**src/rtl/cozy_io_ports.sv**
```systemverilog
// Multi-channel I/O block for cozy_cpu: per-channel output latch + strobe, receive FIFO, status register.
// Optional loopback (mask register, self-push on data write) is enabled by defining COZY_IO_LOOPBACK_EN.
module cozy_io_ports #(
  parameter int unsigned NCHAN = 4,
  parameter int unsigned WIDTH = 8,
  parameter int unsigned DEPTH = 4
) (
  input  logic                   clk,
  input  logic                   reset_n,
  input  logic [3:0]             io_addr,
  input  logic [15:0]            io_wdata,
  input  logic                   io_we,
  input  logic                   io_re,
  output logic [15:0]            io_rdata,
  output logic [NCHAN*WIDTH-1:0] out_data,
  output logic [NCHAN-1:0]       out_stb,
  input  logic [NCHAN*WIDTH-1:0] in_data,
  input  logic [NCHAN-1:0]       in_valid,
  output logic [NCHAN-1:0]       in_ready
);

  localparam int unsigned AW = $clog2(DEPTH);
  localparam int unsigned PW = AW + 1;
  localparam logic [PW-1:0] FULL_XOR = {1'b1, {AW{1'b0}}};

  logic [WIDTH-1:0]       mem_q    [NCHAN][DEPTH];
  logic [PW-1:0]          wr_ptr_q [NCHAN];
  logic [PW-1:0]          wr_ptr_d [NCHAN];
  logic [PW-1:0]          rd_ptr_q [NCHAN];
  logic [PW-1:0]          rd_ptr_d [NCHAN];
  logic [WIDTH-1:0]       push_val [NCHAN];
  logic [NCHAN-1:0]       empty, full, push, pop, loop_act, hi_mask;
  logic [15:0]            rdata_q, rdata_d;
  logic [NCHAN*WIDTH-1:0] out_data_q, out_data_d;
  logic [NCHAN-1:0]       out_stb_q, out_stb_d;
  logic                   data_acc;
  logic                   unused_wdata;

  assign data_acc     = !io_addr[3];
  assign unused_wdata = ^io_wdata;
  assign io_rdata     = rdata_q;
  assign out_data     = out_data_q;
  assign out_stb      = out_stb_q;

`ifdef COZY_IO_LOOPBACK_EN
  logic [NCHAN-1:0] loop_mask_q, loop_mask_d;

  always_comb begin
    loop_mask_d = loop_mask_q;
    if (io_we && io_addr[3]) loop_mask_d = io_wdata[NCHAN-1:0];
  end

  always_ff @(posedge clk or negedge reset_n) begin
    if (!reset_n) loop_mask_q <= '0;
    else          loop_mask_q <= loop_mask_d;
  end

  assign loop_act = loop_mask_q;
  assign hi_mask  = loop_mask_q;
`else
  assign loop_act = '0;
  assign hi_mask  = full;
`endif

  always_comb begin
    for (int unsigned n = 0; n < NCHAN; n++) begin
      empty[n] = (wr_ptr_q[n] == rd_ptr_q[n]);
      full[n]  = ((wr_ptr_q[n] ^ rd_ptr_q[n]) == FULL_XOR);
    end
  end

  assign in_ready = reset_n ? (~full & ~loop_act) : '0;

  // Looped channels hold in_ready low, so the external and loopback pushes never collide.
  always_comb begin
    for (int unsigned n = 0; n < NCHAN; n++) begin
      logic sel, ext_push, lb_push;
      sel         = data_acc && (io_addr[2:0] == 3'(n));
      ext_push    = in_valid[n] && in_ready[n];
      lb_push     = loop_act[n] && io_we && sel && !full[n];
      push[n]     = ext_push || lb_push;
      push_val[n] = lb_push ? io_wdata[WIDTH-1:0] : in_data[n*WIDTH +: WIDTH];
      pop[n]      = io_re && sel && !empty[n];
      wr_ptr_d[n] = wr_ptr_q[n] + PW'(push[n]);
      rd_ptr_d[n] = rd_ptr_q[n] + PW'(pop[n]);
    end
  end

  always_comb begin
    rdata_d = rdata_q;
    if (io_re) begin
      rdata_d = '0;
      for (int unsigned n = 0; n < NCHAN; n++) begin
        if (io_addr[3]) begin
          rdata_d[n]     = !empty[n];
          rdata_d[8 + n] = hi_mask[n];
        end else if (pop[n]) begin
          rdata_d[15]          = 1'b1;
          rdata_d[WIDTH-1:0]   = mem_q[n][rd_ptr_q[n][AW-1:0]];
        end
      end
    end
  end

  always_comb begin
    out_data_d = out_data_q;
    out_stb_d  = '0;
    for (int unsigned n = 0; n < NCHAN; n++) begin
      if (io_we && data_acc && (io_addr[2:0] == 3'(n))) begin
        out_data_d[n*WIDTH +: WIDTH] = io_wdata[WIDTH-1:0];
        out_stb_d[n]                 = 1'b1;
      end
    end
  end

  always_ff @(posedge clk or negedge reset_n) begin
    if (!reset_n) begin
      rdata_q    <= '0;
      out_data_q <= '0;
      out_stb_q  <= '0;
      for (int unsigned n = 0; n < NCHAN; n++) begin
        wr_ptr_q[n] <= '0;
        rd_ptr_q[n] <= '0;
      end
    end else begin
      rdata_q    <= rdata_d;
      out_data_q <= out_data_d;
      out_stb_q  <= out_stb_d;
      for (int unsigned n = 0; n < NCHAN; n++) begin
        wr_ptr_q[n] <= wr_ptr_d[n];
        rd_ptr_q[n] <= rd_ptr_d[n];
      end
    end
  end

  always_ff @(posedge clk) begin
    for (int unsigned n = 0; n < NCHAN; n++) begin
      if (push[n]) mem_q[n][wr_ptr_q[n][AW-1:0]] <= push_val[n];
    end
  end

endmodule

```
**config.mk**
```make
export PLATFORM = sky130hd
export DESIGN_NAME = cozy_io_ports
export DESIGN_NICKNAME = d
export VERILOG_FILES = /design/src/rtl/cozy_io_ports.sv
export SDC_FILE = /design/constraint.sdc
export NUM_CORES = 1
export LEC_CHECK = 0
export ABC_AREA = 1
export BUFFER_PORTS_ARGS = -buffer_cell sky130_fd_sc_hd__buf_2
export CAP_MARGIN = 40
export CORE_ASPECT_RATIO = 1.2
export CORE_MARGIN = 1.5
export CORE_UTILIZATION = 57
export CTS_BUF_LIST = sky130_fd_sc_hd__clkbuf_4 sky130_fd_sc_hd__clkbuf_8 sky130_fd_sc_hd__clkbuf_16
export DETAILED_ROUTE_END_ITERATION = 8
export GPL_TIMING_DRIVEN = 0
export PLACE_DENSITY_LB_ADDON = 0.12
export SLEW_MARGIN = 10
export SYNTH_ARGS = -nofsm -noshare
export SYNTH_HDL_FRONTEND = slang
export SYNTH_SLANG_ARGS = --single-unit
```
**constraint.sdc**
```tcl
create_clock -name clk -period 2.2 [get_ports clk]
set_input_delay 0.22 -clock clk [delete_from_list [all_inputs] [get_ports clk]]
set_output_delay 0.22 -clock clk [all_outputs]
set_load 0.1 [all_outputs]
```
Word level (Yosys, flattened, before mapping):

Memories as Yosys holds them, arrays and structs flattened.
Cells that the tools add are included.
W data, S select, Z words.

* register bits after elaboration: 73
* bits in writable memories: 128
* bits of input ports: 60
* output and inout bits: 56
* logic and storage cells: 153
* memories: 1

Memory list
* mem_q: words 4, width 32, rd ports 4, clocked after memory_dff 0, write ports 4, RTL line 26 `logic [WIDTH-1:0] mem_q [NCHAN][DEPTH];`

* add/sub/neg operators: 8
* $lt $le $gt $ge: 12
* equality and inequality tests: 11
* mux-type cells: 63
* bitwise gates (word level): 13
* reduce and logical (&&, ||, !) cells: 31

Operators with widths (number)
* $mux W32: 4
* $mux W8: 16
* $bmux W8 S2: 4
* $demux W8 S2: 4
* $mux W1: 27
* $logic_and A1 B1 Y1: 25
* $add A3 B1 Y3: 8
* $ge A3 B3 Y1 const B: 8
* $not A2 Y3: 8
* $eq A3 B3 Y1: 4
* $eq A3 B3 Y1 const B: 4
* $lt A3 B1 Y1 const B: 4
* $mux W6: 2
* $xor A3 B3 Y3: 4
* $mux W4: 2
* $mux W7: 1
* $eq A3 B2 Y1 const B: 2
* $logic_not A1 Y1: 5
* $mux W5: 1
* $not A4 Y4: 1
* $eq A3 B1 Y1 const B: 1
* $logic_not A3 Y1: 1
* $mux W3: 1
* $mux W2: 1

Logic depth before layout (Yosys ltp):

* depth in word-level cells: 13
* depth in mapped cells: 12
* gate-level depth less buffers: 11

Worst setup path before layout:

No wires, ideal clock.

* kind: register to register
* start point: register rd_ptr_q[9] in the netlist's numbering
* end point: memory mem_q[0][0] in the netlist's numbering (enable)
* setup time: 383 ps
* data arrival time: 2306 ps
* required time: 1817 ps
* slack: -489 ps
* stages on the path, launching flop included: 10
* buffers on the path: 1
* clock period less this slack: 2689 ps
* cells stage by stage: dfrtp_1 -> buf_2 -> inv_2 -> nand2_1 -> nand2_1 -> nand4_1 -> nand2_1 -> inv_1 -> nand2_1 -> nor3_1

RTL lines
* from (decl): RTL line 29 `logic [PW-1:0] rd_ptr_q [NCHAN];`
* from (signal, indexed assignment): RTL line 131 `rd_ptr_q[n] <= rd_ptr_d[n];`
* to (decl): RTL line 26

==> impl_metrics.ini <==
[global_routing]
grt_pass1_wl_um = 29100
overflow = 0
grt_pass1_vias = 5952
grt_start_max_net_pins = 53
grt_usage_pct = 24.6
antenna_found_initial = 0

[route]
viasPerCell = 5.46
wl_per_cell_um = 17.5
drt_iter0_markers = 526
drt_wl_total_um = 18700
drcViolationCount = 9
ant_nets = 0
dr.pass1.iters = 7
vias = 5843

[layout]
design_area_sq_um = 10400
n_antenna_cell = 0
drive_above_1_share_pct = 26.4
nets = 961
nFillCells = 925
fin_util_pct = 74.7
syn2layout_area_growth_pct = 27.0

[clock_network]
clk_latency_ns = 0.48
path_clk_slew_ns = 0.06
clockRootBuffer = clkbuf_16
cts_max_path_buffers = 3
clock_sinks = 201
cts_made_buffers = 20
cts-htree-levels = 1
cts_tree = yes

[critical_path]
crit_cells = 8
cpMaxStageDelayCell = nor3_2
path_cells = inv_2 -> nand2_1 -> nand2_1 -> nand4_1 -> nand2_2 -> clkinvlp_4 -> nand2_4 -> nor3_2
max_stage_delay_ns = 0.63
worstSetupStartpointType = flop
worst-path-buf-inv = 2
crit_fanout = 8
end_kind = flop
r2r-start = wr_ptr_q[9]$_DFF_PN0_
cp-startpoint = wr_ptr_q[9]$_DFF_PN0_
cp_top_family = simple AND/OR/NAND/NOR gates
crit_arrival_ns = 2.31
required_ns = 2.31
critPathKind = reg2reg
ff2ff_path_depth = 8
cpMostUsedCell = nand2_1

[timing]
fin_setup_tns_ns = -0.00598
hold_viol = 0
setup_violations = 3
fmax_mhz = 454
worstMarginPinSlew_ns = 0.814
skew_ns = 0.00938
period_share_pct = 100
period_needed_ns = 2.20
slew-limit-headroom_pct = 45.4
grt_setup_unrepaired = yes
fin_ws_ns = -0.00400
finalMaxSlewViolations = 0

[power_and_ir_drop]
vdd_drop_max_uv = 884
power_density_nw_per_um2 = 1320
p_leak_nw = 4.53

[floorplan]
die_y_um = 134
start_util_pct = 58.8
die_area_sq_um = 15100
design.core.area_sq_um = 13900
rows = 47
dieWidth_um = 112
ios = 116

[logic_synthesis]
ys_top_cells_by_count = 132 x nand2_1, 128 x edfxtp_1, 97 x o21ai_0, 81 x nor2_1, 73 x dfrtp_1
ys_async_sr_fraction_pct = 36.3
synth_top_area_share_pct = 46.9
synth.avg_cell_area_sq_um = 11.5
synth_top_family_by_area = simple AND/OR/NAND/NOR gates
synth_seq_area_share_pct = 69.2
synthTopCellsByArea = edfxtp_1 47%, dfrtp_1 22%, nand2_1 6.0%
synth_compound_area_share_pct = 7.75
synthFlopType = edfxtp_1
netlist_instances = 716
synth_mux_area_share_pct = 0
synth_area_sq_um = 8200
synth_xor_area_share_pct = 1.50
ys_seq_elements = 201
synth_top_area_cell = edfxtp_1
yosysMostFrequentCell = nand2_1
synth_cell_types = 32
yosysWarningCount = 0
synth-edff-count = 128
yosys.area_share.simple_pct = 14.3
synthAdderAreaFrac_pct = 2.44

[status]
status = complete, but fails checks
violations = design-rule violations, negative setup slack

[placed_design]
placed_cell_area_sq_um = 9180
gp_congestion = 0.826
io_buffer_count = 104
hpwl_um = 12400

[run]
max_cap_violations = 0

[worst_hold_path]
whs_path_depth = 3
min_from = io_wdata[6]
hp-class = in2reg
-- worst register-to-register path, delay by kind of cell, from the launching register on --
| family | cells | cell delay [ns] |
|---|---|---|
| buf+inv | 2 | 0.23 |
| flops | 1 | 0.52 |
| simple gates | 6 | 1.08 |
-- area by class of cell --
cell class | count | area, sq um | share of cell area (%)
Clock inverter | 4 | 45.0 | 0.433
Tap cell | 171 | 214 | 2.05
Sequential cell | 201 | 5670 | 54.5
Buffer | 25 | 184 | 1.77
Timing Repair Buffer | 145 | 1010 | 9.71
Multi-Input combinational cell | 432 | 2390 | 22.9
Inverter | 60 | 253 | 2.43
Clock buffer | 32 | 649 | 6.24
-- metal layers --
layer	part of all wire [%]	track usage, %	vias to the layer above
li1	-	-	2788
met1	40	30.4	2831
met5	0	0	-
met4	1.6	6.54	0
met3	6.2	4.16	26
met2	52	45.1	198
-- cells in the final DEF (no fill, tap or decap), drive strengths merged --
| master | instances |
|---|---|
| nand2 | 137 |
| buf | 132 |
| edfxtp | 128 |
| o21ai | 99 |
| nor2 | 84 |
| dfrtp | 73 |
| inv | 53 |
| clkbuf | 36 |
| dlygate4sd3 | 34 |
| nand3 | 31 |
| o22ai | 18 |
| nor3 | 18 |
| ha | 16 |
| xor2 | 8 |
| xnor2 | 6 |
| clkinv | 6 |
| clkinvlp | 4 |
| a21oi | 4 |
| nand4 | 3 |
| conb | 3 |
| nand3b | 2 |
| and2 | 1 |
| or2 | 1 |
| o211ai | 1 |
| bufinv | 1 |
-- path summary, 6_finish.rpt --
check                                           endpoint  slack (ns)
worst max-delay path              mem_q[0][30]$_DFFE_PP_      -0.004
worst min-delay path            out_data[30]$_DFFE_PN0P_        0.06
worst max register to register    mem_q[0][30]$_DFFE_PP_      -0.004
worst min register to register   out_data[2]$_DFFE_PN0P_        0.48
max in group asynchronous          wr_ptr_q[7]$_DFF_PN0_        0.93
min in group asynchronous          wr_ptr_q[4]$_DFF_PN0_        0.34
-- sequential cells by signal, indices dropped and copies added (netlist names) --
name	cells
mem_q	128
rd_ptr_q	12
wr_ptr_q	12
io_rdata	13
out_data	32
out_stb	4
-- timing repair --
| action | in CTS | in global routing |
|---|---|---|
| pin swaps | 0 | 4 |
| endpoints found under the hold margin | 151 | 0 |
| setup buffers | 0 | 5 |
| resized for setup | 4 | 23 |
| hold buffers | 34 | 0 |
| endpoints found under the setup margin | 42 | 91 |
-- through the flow --
step / total power (W) / hold slack (ns) / cells / setup slack (ns)
after floorplan: 0.00881 / -0.0756 / 718 / -0.128
after detailed placement: 0.00994 / 0.160 / 994 / -0.0735
after CTS: 0.0135 / 0.0517 / 1064 / -0.128
after global placement: 0.00977 / 0.427 / 993 / -0.905
final: 0.0137 / 0.0596 / 1070 / -0.00400
after global routing: 0.0143 / 0.0694 / 1070 / -0.136
-- where the power goes --
part | internal (W) | leakage, nW | total (W) | switching, W
clock network | 0.00215 | 0.353 | 0.00351 | 0.00136
registers | 0.00471 | 2.09 | 0.00521 | 0.000499
logic | 0.00131 | 2.09 | 0.00501 | 0.00370
-- kinds of logic (layout without fill, tap and decap cells) --
kind of cell / after synthesis / after routing
xor gates and xnor gates: 14 / 14
buffers and inverters: 85 / 266
DFF: 201 / 201
and+or+nand+nor: 277 / 277
adders and majority gates: 16 / 16
AOI/OAI and AO/OA: 122 / 122
other: 1 / 3
Power figures use the tool's default switching activity.
